File: config.mk
export PLATFORM = sky130hd
export DESIGN_NAME = md_issue_ctrl
export DESIGN_NICKNAME = d
export VERILOG_FILES = /design/src/rtl/md_pkg.sv /design/src/rtl/md_lat_shadow.sv /design/src/rtl/md_issue_ctrl.sv
export SDC_FILE = /design/constraint.sdc
export NUM_CORES = 1
export LEC_CHECK = 0
export CAP_MARGIN = 40
export CORE_AREA = 2 2 69 71
export CTS_BUF_LIST = sky130_fd_sc_hd__clkbuf_8
export DETAILED_ROUTE_END_ITERATION = 7
export DIE_AREA = 0 0 71 73
export DONT_BUFFER_PORTS = 1
export PLACE_DENSITY = 0.82
export SETUP_SLACK_MARGIN = 0.3
export SLEW_MARGIN = 10
export SYNTH_ARGS = -nofsm -noshare
export SYNTH_HDL_FRONTEND = slang
export SYNTH_SLANG_ARGS = --single-unit
File: constraint.sdc
create_clock -name clk -period 2.9 [get_ports clk]
set_input_delay 0.435 -clock clk [delete_from_list [all_inputs] [get_ports clk]]
set_output_delay 0.435 -clock clk [all_outputs]
set_load 0.01 [all_outputs]
File: src/rtl/md_pkg.sv
// Shared definitions for the HILO issue controller.
//   - HILO opcode encodings seen on the E-stage and driven to the unit
//   - FSM state encoding for the latency shadow
//   - opcode classification helpers
package md_pkg;

  localparam int unsigned OP_W   = 4;
  localparam int unsigned DATA_W = 32;
  localparam int unsigned CNT_W  = 32;

  localparam logic [OP_W-1:0] MD_MFHI  = 4'b0000;
  localparam logic [OP_W-1:0] MD_MFLO  = 4'b0001;
  localparam logic [OP_W-1:0] MD_MTHI  = 4'b0010;
  localparam logic [OP_W-1:0] MD_MTLO  = 4'b0011;
  localparam logic [OP_W-1:0] MD_MULTU = 4'b0100;
  localparam logic [OP_W-1:0] MD_DIVU  = 4'b0101;
  localparam logic [OP_W-1:0] MD_MULT  = 4'b0110;
  localparam logic [OP_W-1:0] MD_DIV   = 4'b0111;
  localparam logic [OP_W-1:0] MD_NOP   = 4'b1111;

  typedef enum logic [1:0] {
    ST_IDLE = 2'd0,
    ST_MUL  = 2'd1,
    ST_DIV  = 2'd2
  } md_state_e;

  // Ops that start a multi-cycle unit operation: 0100..0111.
  function automatic logic is_start_op(input logic [OP_W-1:0] op);
    return (op[3:2] == 2'b01);
  endfunction

  // Divide flavours (divu/div) have bit 0 set within the start-op range.
  function automatic logic is_div_op(input logic [OP_W-1:0] op);
    return is_start_op(op) && op[0];
  endfunction

endpackage

File: src/rtl/md_lat_shadow.sv
// Local latency shadow of the HILO unit.
// Tracks how long the unit should stay busy after each accepted start and
// flags (sticky) any cycle where that prediction disagrees with the unit.
// Ports:
//   clk, reset  : clock, async active-high reset
//   issue       : a start op is being sent to the unit this cycle
//   issue_div   : the op being issued is a divide (else a multiply)
//   md_busy     : busy reported by the HILO unit
//   sync_err    : sticky shadow/unit disagreement flag (registered)
module md_lat_shadow
  import md_pkg::*;
#(
  parameter int unsigned MUL_LAT = 5,
  parameter int unsigned DIV_LAT = 10
) (
  input  logic clk,
  input  logic reset,
  input  logic issue,
  input  logic issue_div,
  input  logic md_busy,
  output logic sync_err
);

  localparam int unsigned MAX_LAT = (MUL_LAT > DIV_LAT) ? MUL_LAT : DIV_LAT;
  localparam int unsigned LAT_BITS = $clog2(MAX_LAT + 1);
  localparam int unsigned SH_W = (LAT_BITS > 4) ? LAT_BITS : 4;

  md_state_e       state;
  md_state_e       state_nxt;
  logic            accept;
  logic [SH_W-1:0] cnt;
  logic            pred_busy;

  // State register.
  always_ff @(posedge clk or posedge reset) begin
    if (reset) begin
      state <= ST_IDLE;
    end else begin
      state <= state_nxt;
    end
  end

  // Next state: leave IDLE on issue, return on the last busy cycle.
  always_comb begin
    state_nxt = state;
    case (state)
      ST_IDLE: begin
        if (issue) begin
          state_nxt = issue_div ? ST_DIV : ST_MUL;
        end
      end
      ST_MUL, ST_DIV: begin
        if (cnt == SH_W'(1)) begin
          state_nxt = ST_IDLE;
        end
      end
      default: state_nxt = ST_IDLE;
    endcase
  end

  // FSM output: a new start is only tracked from IDLE.
  always_comb begin
    accept = 1'b0;
    if (state == ST_IDLE) begin
      accept = 1'b1;
    end
  end

  // Latency counter: load on accepted issue, otherwise drain to zero.
  always_ff @(posedge clk or posedge reset) begin
    if (reset) begin
      cnt <= '0;
    end else if (issue && accept) begin
      cnt <= issue_div ? SH_W'(DIV_LAT) : SH_W'(MUL_LAT);
    end else if (cnt != '0) begin
      cnt <= cnt - SH_W'(1);
    end
  end

  assign pred_busy = (cnt != '0);

  // Sticky mismatch flag; only reset clears it.
  always_ff @(posedge clk or posedge reset) begin
    if (reset) begin
      sync_err <= 1'b0;
    end else if (pred_busy != md_busy) begin
      sync_err <= 1'b1;
    end
  end

endmodule

File: src/rtl/md_issue_ctrl.sv
// Issue and hazard controller in front of the HILO multiply/divide unit.
// Gates E-stage HILO ops into the unit, cancels them on req, produces the
// D-stage HILO hazard stall and counts stalled cycles.
// Ports:
//   clk, reset        : clock, async active-high reset
//   e_valid           : E-stage holds a real instruction
//   e_md_op           : E-stage HILO opcode
//   e_rs, e_rt        : E-stage forwarded operands
//   d_md_use          : D-stage instruction is a HILO op
//   req               : interrupt/exception request, kills E this cycle
//   md_busy           : busy from the HILO unit
//   md_op             : HILO_op to the unit (combinational)
//   md_a1, md_a2      : A1/A2 to the unit (combinational passthrough)
//   md_start          : start to the unit (combinational)
//   stall             : pipeline freeze for HILO hazards (combinational)
//   sync_err          : sticky shadow/unit disagreement flag
//   stall_cnt         : saturating count of stalled cycles
module md_issue_ctrl
  import md_pkg::*;
#(
  parameter int unsigned MUL_LAT = 5,
  parameter int unsigned DIV_LAT = 10
) (
  input  logic              clk,
  input  logic              reset,
  input  logic              e_valid,
  input  logic [OP_W-1:0]   e_md_op,
  input  logic [DATA_W-1:0] e_rs,
  input  logic [DATA_W-1:0] e_rt,
  input  logic              d_md_use,
  input  logic              req,
  input  logic              md_busy,
  output logic [OP_W-1:0]   md_op,
  output logic [DATA_W-1:0] md_a1,
  output logic [DATA_W-1:0] md_a2,
  output logic              md_start,
  output logic              stall,
  output logic              sync_err,
  output logic [CNT_W-1:0]  stall_cnt
);

  logic kill;
  logic start_op;
  logic issue;

  assign kill     = !e_valid || req;
  assign start_op = is_start_op(e_md_op);

  assign md_a1 = e_rs;
  assign md_a2 = e_rt;

  // Dead instructions and starts the unit cannot take become NOP, so
  // mthi/mtlo never commit under req and mfhi/mflo of a dead op read 0.
  always_comb begin
    md_op = e_md_op;
    if (kill || (start_op && md_busy)) begin
      md_op = MD_NOP;
    end
  end

  assign issue    = e_valid && !req && !md_busy && start_op;
  assign md_start = issue;
  assign stall    = d_md_use && (issue || md_busy);

  md_lat_shadow #(
    .MUL_LAT (MUL_LAT),
    .DIV_LAT (DIV_LAT)
  ) u_shadow (
    .clk       (clk),
    .reset     (reset),
    .issue     (issue),
    .issue_div (is_div_op(e_md_op)),
    .md_busy   (md_busy),
    .sync_err  (sync_err)
  );

  // Saturating stall-cycle counter.
  always_ff @(posedge clk or posedge reset) begin
    if (reset) begin
      stall_cnt <= '0;
    end else if (stall && (stall_cnt != {CNT_W{1'b1}})) begin
      stall_cnt <= stall_cnt + CNT_W'(1);
    end
  end

endmodule
==> impl_metrics.env, run 1 <==
export IMPL_die_x_um=71
export IMPL_sequentialPowerShare_pct=55.3
export IMPL_drtAntennaViolNets=0
export IMPL_drive_above_1_share_pct=8.08
export IMPL_antenna_found_initial=0
export IMPL_cts_tree="yes"
export IMPL_hold_path_class="in -> async"
export IMPL_crit_fanout=6
export IMPL_required_ps=3070
export IMPL_buffer_ports_inserted=0
export IMPL_ctsLongestPathBuffers=2
export IMPL_yosys_area_share_simple_pct=19.8
export IMPL_syn_to_final_growth_pct=-13.7
export IMPL_power_frac_clock_pct=24.9
export IMPL_final_util_pct=47.2
export IMPL_combPwrFrac_pct=19.7
export IMPL_critical_path_class="reg -> reg"
export IMPL_pre_cts_ws_ps=679
export IMPL_drcViolationCount=0
export IMPL_slew_limit_headroom_pct=53.3
export IMPL_postCtsResizedCells=0
export IMPL_fin_nets=275
export IMPL_drv_slew=0
export IMPL_grt_max_degree=40
export IMPL_yosysTopAreaCellShare_pct=39.3
export IMPL_start_util_pct=54.7
export IMPL_rsz0062_at_grt="false"
export IMPL_grt_pass1_vias=1419
export IMPL_h_tree_depth=2
export IMPL_synthFlopType="dfrtp_1"
export IMPL_synth_fa_ha_area_share_pct=2.02
export IMPL_synthTopCellsByArea="dfrtp_1 (39%), buf_4 (19%), xnor2_1 (9.2%)"
export IMPL_syn_inst=258
export IMPL_place_gp_congestion=0.830
export IMPL_insertion_delay_ps=290
export IMPL_synthTopCellsByCount="buf_4 (64), dfrtp_1 (39), xnor2_1 (26)"
export IMPL_rows=25
export IMPL_setup_violations=0
export IMPL_cts_num_sinks=39
export IMPL_status="finished, final reports clean"
export IMPL_clk_pin_slew_worst_paths_ps=70
export IMPL_yosys_cell_types_count=37
export IMPL_vias=1532
export IMPL_p_int_mw=0.918
export IMPL_synth_top_family_by_area="buffers and inverters"
export IMPL_cts_buffers=5
export IMPL_tightest_slew_ps=693
export IMPL_place_hpwl_um=3290
export IMPL_dr_first_iter_drc_count=96
export IMPL_p_per_area_nw_per_um2=639
export IMPL_timing_final_ws_setup_ps=692
export IMPL_end_kind="flop"
export IMPL_post_cts_buffers=0
export IMPL_grt_pass1_wl_um=6800
export IMPL_synthesis_area_um2=2480
export IMPL_cts_root_buf="clkbuf_8"
export IMPL_n_antenna_cell=0
export IMPL_synth_top_cell_by_area="dfrtp_1"
export IMPL_synth_seq_area_share_pct=39.3
export IMPL_synth_compound_area_share_pct=4.84
export IMPL_yosysWarnings=0
export IMPL_finalPower_mw=1.37
export IMPL_worstPathArrival_ps=2380
export IMPL_synthMuxAreaShare_pct=0.454
export IMPL_hold_viol=0
export IMPL_drt_wl_total_um=4430
export IMPL_clock_fmax_ghz=0.453
export IMPL_synth_seq_cells=39
export IMPL_power_leakage_nw=0.912
export IMPL_hold_buffers=0
export IMPL_first_pass_iters=4
export IMPL_synth_most_common_cell="buf_4"
export IMPL_finClkSkew_ps=7.22
export IMPL_fin_setup_tns_ps=0
export IMPL_dieArea_um2=5180
export IMPL_cap_violations=0
export IMPL_die_y_um=73
export IMPL_period_needed_ps=2210
export IMPL_power_switching_mw=0.450
export IMPL_fin_crit_sh_pct=76.1
export IMPL_peakVddDrop_uv=256
export IMPL_grtUsageTotal_pct=17.0
export IMPL_num_io_pins=177
export IMPL_overflow=0
export IMPL_drt_vias_per_instance=6.08
export IMPL_coreArea_um2=4540
export IMPL_swShare_pct=32.9
export IMPL_avgSynthCellArea_um2=9.62
export IMPL_worst_setup_path_start_kind="flop"
export IMPL_async_flop_share_pct=100
export IMPL_synth_xor_area_share_pct=12.0
export IMPL_syn_num_nets=336
export IMPL_synth_edf_count=0
export IMPL_routedWlPerCell_um=17.6
==> per-layer routing <==
layer	global-route usage, %	part of all wire (%)	vias to the layer above
met5	0	0	-
met4	12.8	5.0	0
met3	6.35	9.4	35
met2	25.3	45	73
met1	20.1	41	733
li1	-	-	691
==> metrics by stage <==
stage | cell area [µm²] | std cells | hold slack [ps]
detailed placement | 2060 | 244 | 473
global route | 2140 | 252 | 191
finish | 2140 | 252 | 151
floorplan | 2480 | 258 | 472
CTS | 2140 | 252 | 159
global placement | 2060 | 244 | 474
==> registers in the layout, summed over array words and instances, names as in the netlist <==
register,cells
stall_cnt,32
u_shadow.cnt,4
u_shadow.sync_err,1
u_shadow.state,2
==> worst max-delay path, stage by stage, from the launching register on <==
cell     delay (ps)
dfrtp_1         500
nand4_2         170
or4_1           690
or4_1           590
xnor2_1         140
==> cell usage in the layout, fill, tap and decap left out, types with 3 or more instances in the layout <==
cell type,count
inv_1,10
nand4_1,14
nor2_1,9
nor2b_1,3
nand2_1,11
xnor2_1,26
clkbuf_8,5
and4_1,3
xor2_1,8
nand2b_1,4
or3_1,3
o21ai_0,9
and3_1,4
ha_1,4
dfrtp_1,39
nand3_1,13
and2_1,4
nor3_1,6
==> worst paths after layout <==
kind,depth (start not counted),from,to,slack [ps]
setup / recovery,4,stall_cnt[4],stall_cnt[28],690
hold / removal,2,reset,stall_cnt[9],150
setup reg to reg,4,stall_cnt[4],stall_cnt[28],690
hold reg to reg,2,u_shadow.state[0],u_shadow.state[0],530
max in group asynchronous,2,reset,stall_cnt[23],2410
min in group clk,2,md_busy,u_shadow.sync_err,290
==> area by class of cell <==
| class | count | area (µm²) |
|---|---|---|
| clock buffers | 5 | 68.8 |
| clock inverters | 3 | 12.5 |
| fillers | 401 | 2390 |
| inverters | 8 | 30.0 |
| multi-input cells | 141 | 971 |
| flip-flops and latches | 39 | 976 |
| well taps | 54 | 67.6 |
| repair buffers | 2 | 15.0 |
==> cell families after synthesis <==
family	after synthesis
compound gates	18
xor+xnor	34
fa+ha+maj	4
buf+inv	78
flops	39
mux	1
simple gates	84
==> power by group through the flow <==
| stage | Sequential [mW] | Clock (mW) | Combinational (mW) |
|---|---|---|---|
| floorplan | 0.736 | 0 | 0.325 |
| global placement | 0.762 | 0 | 0.261 |
| detailed placement | 0.766 | 0 | 0.274 |
| CTS | 0.757 | 0.351 | 0.273 |
| global route | 0.767 | 0.372 | 0.311 |
| finish | 0.757 | 0.341 | 0.270 |
(Power assumes the default switching activity.)
==> run 2, diff against run 1 <==
- clock period: 2.9 -> 2.1 ns (I/O delays scaled with it)
==> run 2 against run 1 <==
  * Hold slack lost 110 ps
  * Count of clock-buffer cells in the layout grew 2
  * Via count is 6.7% higher
  * Critical endpoint unchanged
  * Fmax grew 17%
  * Routed wire length up 11%
  * Sequential share of layout area shrank 7.0 points
  * Sequential power rose by 28%
==> impl_metrics.env, run 2 (same netlist as run 1, synthesis figures left out) <==
export IMPL_status="finished, final reports clean"
export IMPL_clock_fmax_ghz=0.531
export IMPL_setup_violations=0
export IMPL_grt_max_degree=40
export IMPL_worstPathArrival_ps=2050
export IMPL_dieArea_um2=5180
export IMPL_cts_num_sinks=39
export IMPL_start_util_pct=54.7
export IMPL_p_per_area_nw_per_um2=817
export IMPL_tightest_slew_ps=696
export IMPL_hold_buffers=0
export IMPL_fin_crit_sh_pct=89.7
export IMPL_vias=1635
export IMPL_num_io_pins=177
export IMPL_syn_to_final_growth_pct=3.03
export IMPL_n_antenna_cell=0
export IMPL_drive_above_1_share_pct=34.5
export IMPL_period_needed_ps=1880
export IMPL_power_leakage_nw=1.13
export IMPL_h_tree_depth=2
export IMPL_worstRegToRegCells=4
export IMPL_regMostFlops="stall_cnt"
export IMPL_grtUsageTotal_pct=18.2
export IMPL_fin_nets=312
export IMPL_end_kind="flop"
export IMPL_coreArea_um2=4540
export IMPL_drtAntennaViolNets=0
export IMPL_reg_largest_list="stall_cnt (32), u_shadow.cnt (4), u_shadow.state (2)"
export IMPL_place_hpwl_um=3500
export IMPL_antenna_found_initial=0
export IMPL_grt_pass1_wl_um=7350
export IMPL_die_y_um=73
export IMPL_cts_root_buf="clkbuf_8"
export IMPL_largest_reg_flops=32
export IMPL_finalPower_mw=2.09
export IMPL_cap_violations=0
export IMPL_insertion_delay_ps=280
export IMPL_critical_path_class="reg -> reg"
export IMPL_drt_vias_per_instance=5.66
export IMPL_required_ps=2260
export IMPL_routedWlPerCell_um=16.9
export IMPL_hold_path_class="in -> async"
export IMPL_drv_slew=0
export IMPL_place_gp_congestion=0.783
export IMPL_worst_setup_path_start_kind="flop"
export IMPL_fin_setup_tns_ps=0
export IMPL_overflow=0
export IMPL_clk_pin_slew_worst_paths_ps=70
export IMPL_hold_viol=0
export IMPL_ctsLongestPathBuffers=2
export IMPL_drt_wl_total_um=4890
export IMPL_finClkSkew_ps=6.13
export IMPL_peakVddDrop_uv=543
export IMPL_crit_fanout=6
export IMPL_drcViolationCount=0
export IMPL_cts_buffers=5
export IMPL_die_x_um=71
export IMPL_cts_tree="yes"
export IMPL_final_common_cell="buf_4"
export IMPL_buffer_ports_inserted=0
export IMPL_final_cell_mix="buf_4 (35), dfrtp_1 (31), xnor2_1 (25)"
export IMPL_slew_limit_headroom_pct=53.1
export IMPL_dr_first_iter_drc_count=114
export IMPL_rows=25
export IMPL_grt_pass1_vias=1513
export IMPL_first_pass_iters=4
export IMPL_rsz0062_at_grt="true"
## run 2: changes by cell type in the layout (fill, tap and decap cells not counted), sizes merged
cell    previous run  this run
clkbuf             5         7
buf                2        39
inv               10         9
clkinv             1         0
## run 2: metal layers
layer	wire length, µm	share of wire, %	GRT usage, %
met1	1920	39	21.6
met2	2380	49	29.2
met3	449	9.2	6.49
met4	145	3.0	9.43
met5	0	0	0
## run 2: timing repair
| action | in CTS | in global routing |
|---|---|---|
| setup buffers | 3 | 6 |
| setup endpoints to repair | 27 | 31 |
| gates cloned | 0 | 1 |
| gates resized for setup | 11 | 20 |
| pin swaps | 0 | 6 |
## run 2: cell type report
class / count / area, µm²
fillers: 363 / 1980
clock inverters: 1 / 3.75
clock buffers: 7 / 96.3
flip-flops and latches: 39 / 986
multi-input cells: 141 / 1070
inverters: 8 / 30.0
well taps: 54 / 67.6
repair buffers: 39 / 302
## run 2: final timing paths
path / startpoint / endpoint / slack (ps)
worst max-delay path: stall_cnt[5] / stall_cnt[28] / 220
min in group clk: md_busy / u_shadow.sync_err / 180
worst min-delay path: reset / stall_cnt[8] / 40
worst min register to register: u_shadow.state[0] / u_shadow.state[0] / 520
max in group asynchronous: reset / stall_cnt[5] / 1700
worst max register to register: stall_cnt[5] / stall_cnt[28] / 220
## run 2: worst max-delay path, cell delays in order, from the launching register on
cell and delay [ps]:
dfrtp_2 450, nand4_4 140, or4_4 490, or4_4 550
xnor2_2 140
## run 2: per-stage QoR
stage	hold WS, ps	utilization, %	instance area, µm²	instances	setup slack (ps)
finish	35.8	56.4	2560	289	215
global route	91.5	56.4	2560	289	114
CTS	52.7	53.7	2440	282	210
detailed placement	360	50.0	2270	271	133
global placement	351	50.0	2270	271	200
floorplan	451	-	2490	258	196
## run 2: report_power, final
| group | leakage [nW] | internal (mW) | switching [mW] | total, mW |
|---|---|---|---|---|
| sequential | 0.493 | 0.869 | 0.0975 | 0.966 |
| clock | 0.0557 | 0.295 | 0.242 | 0.537 |
| combinational | 0.582 | 0.268 | 0.316 | 0.584 |
| total | 1.13 | 1.43 | 0.656 | 2.09 |
